### src/rtl/alu_ctrl_pkg.sv
// alu_ctrl_pkg: shared encodings for the ALU-control pipe.
//   - opcode / opext constants (low 4 bits of each field)
//   - ALU function codes (4-bit, zero-extended to CTL_W by users)
//   - FSM state type for the handshake pipe
package alu_ctrl_pkg;

    // I-type opcodes
    localparam logic [3:0] OP_RTYPE = 4'b0000;
    localparam logic [3:0] OP_ADDI  = 4'b0101;
    localparam logic [3:0] OP_SUBI  = 4'b1001;
    localparam logic [3:0] OP_ANDI  = 4'b0001;
    localparam logic [3:0] OP_XORI  = 4'b0011;
    localparam logic [3:0] OP_ORI   = 4'b0010;
    localparam logic [3:0] OP_COMPI = 4'b1011;
    localparam logic [3:0] OP_MOVI  = 4'b1101;
    localparam logic [3:0] OP_MOVR  = 4'b0110;
    localparam logic [3:0] OP_SHIFT = 4'b1000;
    localparam logic [3:0] OP_LUI   = 4'b1111;

    // R-type opext values, plus the shift selector under OP_SHIFT
    localparam logic [3:0] EXT_ADD  = 4'b0101;
    localparam logic [3:0] EXT_SUB  = 4'b1001;
    localparam logic [3:0] EXT_AND  = 4'b0001;
    localparam logic [3:0] EXT_XOR  = 4'b0011;
    localparam logic [3:0] EXT_OR   = 4'b0010;
    localparam logic [3:0] EXT_COMP = 4'b1011;
    localparam logic [3:0] EXT_MOV  = 4'b1101;
    localparam logic [3:0] EXT_LSH  = 4'b0100;

    // ALU function codes
    localparam logic [3:0] ALU_ADD  = 4'b0000;
    localparam logic [3:0] ALU_SUB  = 4'b0001;
    localparam logic [3:0] ALU_AND  = 4'b0010;
    localparam logic [3:0] ALU_XOR  = 4'b0011;
    localparam logic [3:0] ALU_OR   = 4'b0100;
    localparam logic [3:0] ALU_COMP = 4'b0101;
    localparam logic [3:0] ALU_MOV  = 4'b0110;
    localparam logic [3:0] ALU_LSH  = 4'b0111;
    localparam logic [3:0] ALU_LSHI = 4'b1000;
    localparam logic [3:0] ALU_LUI  = 4'b1001;
    localparam logic [3:0] ALU_MOVR = 4'b1010;

    typedef enum logic [1:0] {
        IDLE    = 2'd0,
        MC_WAIT = 2'd1,
        OUT     = 2'd2
    } state_t;

endpackage

### src/rtl/alu_ctrl_decode.sv
// alu_ctrl_decode: combinational {opcode, opext} -> {alucont, mc_op, illegal}.
//   opcode, opext : instruction fields (OP_W bits; bits above [3:0] must be 0)
//   alucont       : ALU function code, zero-extended to CTL_W
//   mc_op         : op is a multi-cycle shift (lsh / lshi)
//   illegal       : encoding not recognised; alucont forced to add (0)
module alu_ctrl_decode
    import alu_ctrl_pkg::*;
#(
    parameter int OP_W  = 4,
    parameter int CTL_W = 4
) (
    input  logic [OP_W-1:0]  opcode,
    input  logic [OP_W-1:0]  opext,
    output logic [CTL_W-1:0] alucont,
    output logic             mc_op,
    output logic             illegal
);

    logic       upper_nz;
    logic [3:0] code;
    logic       bad;

    // Any set bit above the 4-bit encoding space makes the op illegal.
    always_comb begin
        upper_nz = 1'b0;
        for (int i = 4; i < OP_W; i++)
            upper_nz = upper_nz | opcode[i] | opext[i];
    end

    always_comb begin
        code = ALU_ADD;
        bad  = 1'b0;
        case (opcode[3:0])
            OP_ADDI:  code = ALU_ADD;
            OP_SUBI:  code = ALU_SUB;
            OP_ANDI:  code = ALU_AND;
            OP_XORI:  code = ALU_XOR;
            OP_ORI:   code = ALU_OR;
            OP_COMPI: code = ALU_COMP;
            OP_MOVI:  code = ALU_MOV;
            OP_MOVR:  code = ALU_MOVR;
            OP_LUI:   code = ALU_LUI;
            OP_SHIFT: code = (opext[3:0] == EXT_LSH) ? ALU_LSH : ALU_LSHI;
            OP_RTYPE: begin
                case (opext[3:0])
                    EXT_ADD:  code = ALU_ADD;
                    EXT_SUB:  code = ALU_SUB;
                    EXT_AND:  code = ALU_AND;
                    EXT_XOR:  code = ALU_XOR;
                    EXT_OR:   code = ALU_OR;
                    EXT_COMP: code = ALU_COMP;
                    EXT_MOV:  code = ALU_MOV;
                    default:  bad  = 1'b1;
                endcase
            end
            default:  bad = 1'b1;
        endcase
        if (upper_nz)
            bad = 1'b1;
        if (bad)
            code = ALU_ADD;
    end

    assign alucont = CTL_W'(code);
    assign illegal = bad;
    assign mc_op   = !bad && (code == ALU_LSH || code == ALU_LSHI);

endmodule

### src/rtl/alu_ctrl_pipe.sv
// alu_ctrl_pipe: registered, valid/ready ALU-control stage.
//   clk, reset            : clock, synchronous active-high reset
//   in_valid / in_ready   : decode-side handshake carrying opcode, opext
//   out_valid / out_ready : execute-side handshake carrying alucont, mc_op, illegal
//   busy                  : FSM not idle
//   illegal_cnt           : saturating count of accepted illegal ops
// Shift ops are held in MC_WAIT so out_valid appears MC_CYCLES after accept.
module alu_ctrl_pipe
    import alu_ctrl_pkg::*;
#(
    parameter int OP_W      = 4,
    parameter int CTL_W     = 4,
    parameter int MC_CYCLES = 2,
    parameter int CNT_W     = 8
) (
    input  logic             clk,
    input  logic             reset,
    input  logic             in_valid,
    output logic             in_ready,
    input  logic [OP_W-1:0]  opcode,
    input  logic [OP_W-1:0]  opext,
    output logic             out_valid,
    input  logic             out_ready,
    output logic [CTL_W-1:0] alucont,
    output logic             mc_op,
    output logic             illegal,
    output logic             busy,
    output logic [CNT_W-1:0] illegal_cnt
);

    localparam int MCW     = (MC_CYCLES > 2) ? $clog2(MC_CYCLES) : 1;
    localparam int MC_LOAD = (MC_CYCLES > 1) ? MC_CYCLES - 2 : 0;

    state_t            state, next_state;
    logic [MCW-1:0]    mc_cnt;
    logic [CTL_W-1:0]  dec_alucont;
    logic              dec_mc, dec_illegal;
    logic              accept;

    alu_ctrl_decode #(.OP_W(OP_W), .CTL_W(CTL_W)) u_decode (
        .opcode  (opcode),
        .opext   (opext),
        .alucont (dec_alucont),
        .mc_op   (dec_mc),
        .illegal (dec_illegal)
    );

    assign in_ready  = !reset && (state == IDLE || (state == OUT && out_ready));
    assign accept    = in_valid && in_ready;
    assign out_valid = (state == OUT);
    assign busy      = (state != IDLE);

    always_comb begin
        next_state = state;
        case (state)
            IDLE, OUT: begin
                if (accept)
                    next_state = (dec_mc && MC_CYCLES > 1) ? MC_WAIT : OUT;
                else if (state == OUT && out_ready)
                    next_state = IDLE;
            end
            MC_WAIT: if (mc_cnt == '0) next_state = OUT;
            default: next_state = IDLE;
        endcase
    end

    always_ff @(posedge clk) begin
        if (reset) begin
            state       <= IDLE;
            mc_cnt      <= '0;
            alucont     <= '0;
            mc_op       <= 1'b0;
            illegal     <= 1'b0;
            illegal_cnt <= '0;
        end else begin
            state <= next_state;
            if (accept) begin
                alucont <= dec_alucont;
                mc_op   <= dec_mc;
                illegal <= dec_illegal;
                mc_cnt  <= MCW'(MC_LOAD);
                if (dec_illegal && !(&illegal_cnt))
                    illegal_cnt <= illegal_cnt + 1'b1;
            end else if (state == OUT && out_ready) begin
                // Drain to IDLE: outputs return to zero.
                alucont <= '0;
                mc_op   <= 1'b0;
                illegal <= 1'b0;
            end
            if (state == MC_WAIT && mc_cnt != '0)
                mc_cnt <= mc_cnt - 1'b1;
        end
    end

endmodule

### config.mk
export PLATFORM = sky130hd
export DESIGN_NAME = alu_ctrl_pipe
export DESIGN_NICKNAME = d
export VERILOG_FILES = /design/src/rtl/alu_ctrl_pkg.sv /design/src/rtl/alu_ctrl_decode.sv /design/src/rtl/alu_ctrl_pipe.sv
export SDC_FILE = /design/constraint.sdc
export NUM_CORES = 1
export LEC_CHECK = 0
export BUFFER_PORTS_ARGS = -buffer_cell sky130_fd_sc_hd__buf_2
export CAP_MARGIN = 20
export CORE_ASPECT_RATIO = 0.9
export CORE_MARGIN = 2
export CORE_UTILIZATION = 50
export DETAILED_ROUTE_END_ITERATION = 6
export PLACE_DENSITY_LB_ADDON = 0.08
export SETUP_SLACK_MARGIN = 0.15
export SLEW_MARGIN = 10
export SYNTH_ARGS = -nofsm -noshare
export SYNTH_HDL_FRONTEND = slang
export SYNTH_SLANG_ARGS = --single-unit
export TNS_END_PERCENT = 50
### constraint.sdc
create_clock -name clk -period 1.9 [get_ports clk]
set_clock_uncertainty 0.1 [all_clocks]
set_input_delay 0 -clock clk [delete_from_list [all_inputs] [get_ports clk]]
set_output_delay 0 -clock clk [all_outputs]
set_load 0.01 [all_outputs]
==> impl_results.md <==
* Outcome: finished clean
* Fin Setup TNS at 0 ns
* Worst slew margin relative to its limit at 71.25%
* Net count, final at 187
* Full die area at 2719 sq um
* TritonCTS clock tree: done
* Final setup violation count at 0
* Portion of synthesized cell area occupied by the leading cell type at 29.37%
* Total number of yosys warnings at 0
* Top-count cell post-synth: sky130_fd_sc_hd__dfxtp_1
* Number of nets in the synthesized netlist at 152
* Router iterations before antenna repair at 4
* Data arrival time of the critical path at 1.81 ns
* All-layer global routing usage at 22.40%
* Initial DRC count at 25
* Wire length of the first global-routing pass at 4609 um
* Cell types with the largest area share after synthesis: sky130_fd_sc_hd__dfxtp_1 29%, sky130_fd_sc_hd__nor2b_1 5.4%, sky130_fd_sc_hd__mux2i_1 3.5%
* Leakage power summed over all cells at 0.5716 nW
* Antenna Diode Count at 0
* Post-synthesis register bit count at 17
* Number of ports placed on the die boundary at 29
* DR DRC count at 0
* Post-synthesis average cell area at 8.335 sq um
* Largest area contributor in the synthesized netlist: sky130_fd_sc_hd__dfxtp_1
* Vias in the first global route at 1021
* Actual transition at the worst max-transition pin at 0.4245 ns
* Maximum capacitance violations at 0
* Clock slew seen by the registers of the worst setup and hold paths at 0.11 ns
* Number of nets with antenna violations after routing at 0
* Number of enable flip-flop cells after synthesis at 0
* Synthesis-to-finish area growth at 24.51%
* Half-perimeter wire length of the detailed placement result at 2070 um
* Inst Count DP at 194
* Latest clock arrival within the worst-skew pair at 0.29 ns
* Post-Layout Cell Count at 200
* Placement row count at 16
* Highest clock rate at 582.6 MHz
* Horizontal extent of the die at 54.74 um
* Part of the Yosys area used for sequential elements at 29.37%
* Clock period minus worst slack at 1.716 ns
* Master cell of the clock root buffer: sky130_fd_sc_hd__clkbuf_4
* Kind of critical path: register to register
* Count of final hold-check violations at 0
* Total core area at 2182 sq um
* Element type at the critical path end: register
* Primary FF master, synth: sky130_fd_sc_hd__dfxtp_1
* Number of slew-limit violations in the final report at 0
* Avg WL per Cell at 13.64 um
* Library cell contributing the largest single delay on the critical path: sky130_fd_sc_hd__or3_4
* Placer Congestion at 0.8962
* Fin util at 66.11%
* Type of origin of the critical path: register
* Via/cell ratio at 5.815
* Die height at 49.67 um
* Tcrit/Tclk final at 90.34%
* Number of sinks on the clock net at 17
* Yosys cell types at 49
* Number of clock buffers inserted by TritonCTS at 3
* Starting Density at 53.10%
* Ratio of cells with drive above 1 in the final layout at 30.64%
* Class of the most critical hold timing path: primary input to register
* Via total after detailed routing at 1163
* Maximum number of pins on one net before global-route repair at 16
* RSZ-0062 raised after global routing: yes
* Power per cell area at 505.4 nW/um^2
* Port Buffers at 28
* H-tree levels at 1
* FFs w/ async S/R, synth at 0%
* Area of the mapped netlist at 1159 sq um
* Max FO, Critical Path at 6
* Largest stage delay, worst path at 0.39 ns
* List of most frequent post-synthesis cells: 17 x sky130_fd_sc_hd__dfxtp_1, 10 x sky130_fd_sc_hd__nor2b_1, 9 x sky130_fd_sc_hd__nand2_1, 9 x sky130_fd_sc_hd__nor2_1
* Required arrival time at the worst endpoint at 1.99 ns
* Antenna violations before repair at 0
* Largest delay contributor family on the critical path: simple AND/OR/NAND/NOR gates
* WL final at 2727 um
* Cells along the critical path: nor2b_1 > or3_4 > nor4_2 > mux2_1
* Instance count of the mapped netlist at 139
* Worst VDD drop at 0.0004348 V
* Buffers plus inverters on the worst setup path at 0
* Max Root-Sink Buffers at 2
* Total global routing overflow at 0
==> per-stage QoR <==
stage	hold slack, ns	total power [mW]	worst slack (ns)	area (sq um)
2_1_floorplan	0.1154	0.4751	0.2045	1159
3_3_place_gp	0.1780	0.5245	0.1605	1351
3_5_place_dp	0.1853	0.5300	0.1065	1351
4_1_cts	0.001330	0.7299	0.1430	1413
5_1_grt	0.003610	0.7713	0.1125	1443
6_report	0.01373	0.7291	0.1835	1443
==> registers in the layout, summed over array words and instances (netlist names) <==
register and cells:
state 2, illegal 1, mc_op 1, alucont 4, mc_cnt 1, illegal_cnt 8
==> final cells by class <==
cell class / instances / area (sq um)
Sequential cell: 17 / 341.6
Multi-Input combinational cell: 112 / 819.5
Inverter: 4 / 15.01
Clock inverter: 1 / 5.005
Tap cell: 27 / 33.78
Fill cell: 193 / 739.5
Clock buffer: 3 / 22.52
Timing Repair Buffer: 36 / 205.2
==> cells in the final DEF, fill, tap and decap left out, drive strengths merged, types with 4 or more instances in the layout <==
cell / synthesis / routed
buf: 2 / 34
dfxtp: 17 / 17
nor2b: 10 / 10
nor2: 9 / 9
nand2: 9 / 9
a21oi: 6 / 6
nor4: 6 / 6
nand3b: 5 / 5
o21ai: 5 / 5
nand2b: 4 / 4
mux2i: 4 / 4
inv: 4 / 4
nor3: 4 / 4
mux2: 4 / 4
==> worst reg2reg max path: cells and delay by family (launching register included) <==
kind | cells | cell delay [ns]
multiplexers | 1 | 0.34
AND/OR/NAND/NOR | 3 | 0.83
flip-flops | 1 | 0.35
==> repair_timing <==
item                                    CTS  global route
pin swaps                                 0             2
gates resized for setup                   3             6
endpoints found under the setup margin    3             5
hold buffers                              2             0
hold endpoints to repair                  2             0
setup buffers                             0             0
==> path summary, 6_finish.rpt <==
kind / start / to / slack (ns) / cells after the start
hold / removal: opcode[2] / alucont[1] / 0.01 / 4
hold reg to reg: mc_op / mc_op / 0.36 / 2
setup / recovery: state[1] / illegal_cnt[3] / 0.18 / 4
setup reg to reg: state[1] / illegal_cnt[3] / 0.18 / 4
==> report_power, final <==
group          switching [mW]  internal (mW)  total [mW]
clock network           0.121         0.0783       0.199
logic                  0.0874         0.0730       0.160
registers             0.00554          0.364       0.370
==> metal layers <==
layer / vias up / GRT usage [%] / routed length [um]
li1: 595 / - / -
met1: 531 / 33.33 / 1327
met2: 35 / 32.54 / 1243
met3: 2 / 5.455 / 143
met4: 0 / 4.167 / 13
met5: - / 0 / 0
==> cell families (layout without fill, tap and decap cells) <==
family,count (synthesis),in the layout,synth area share [%]
XOR/XNOR,2,2,1.512
buffers and inverters,10,44,3.563
AND/OR/NAND/NOR,66,66,34.02
adder cells (fa/ha/maj),2,2,1.944
multiplexers,8,8,7.667
flip-flops,17,17,29.37
AO/OA/AOI/OAI,34,34,21.92
Power figures use the tool's default switching activity.
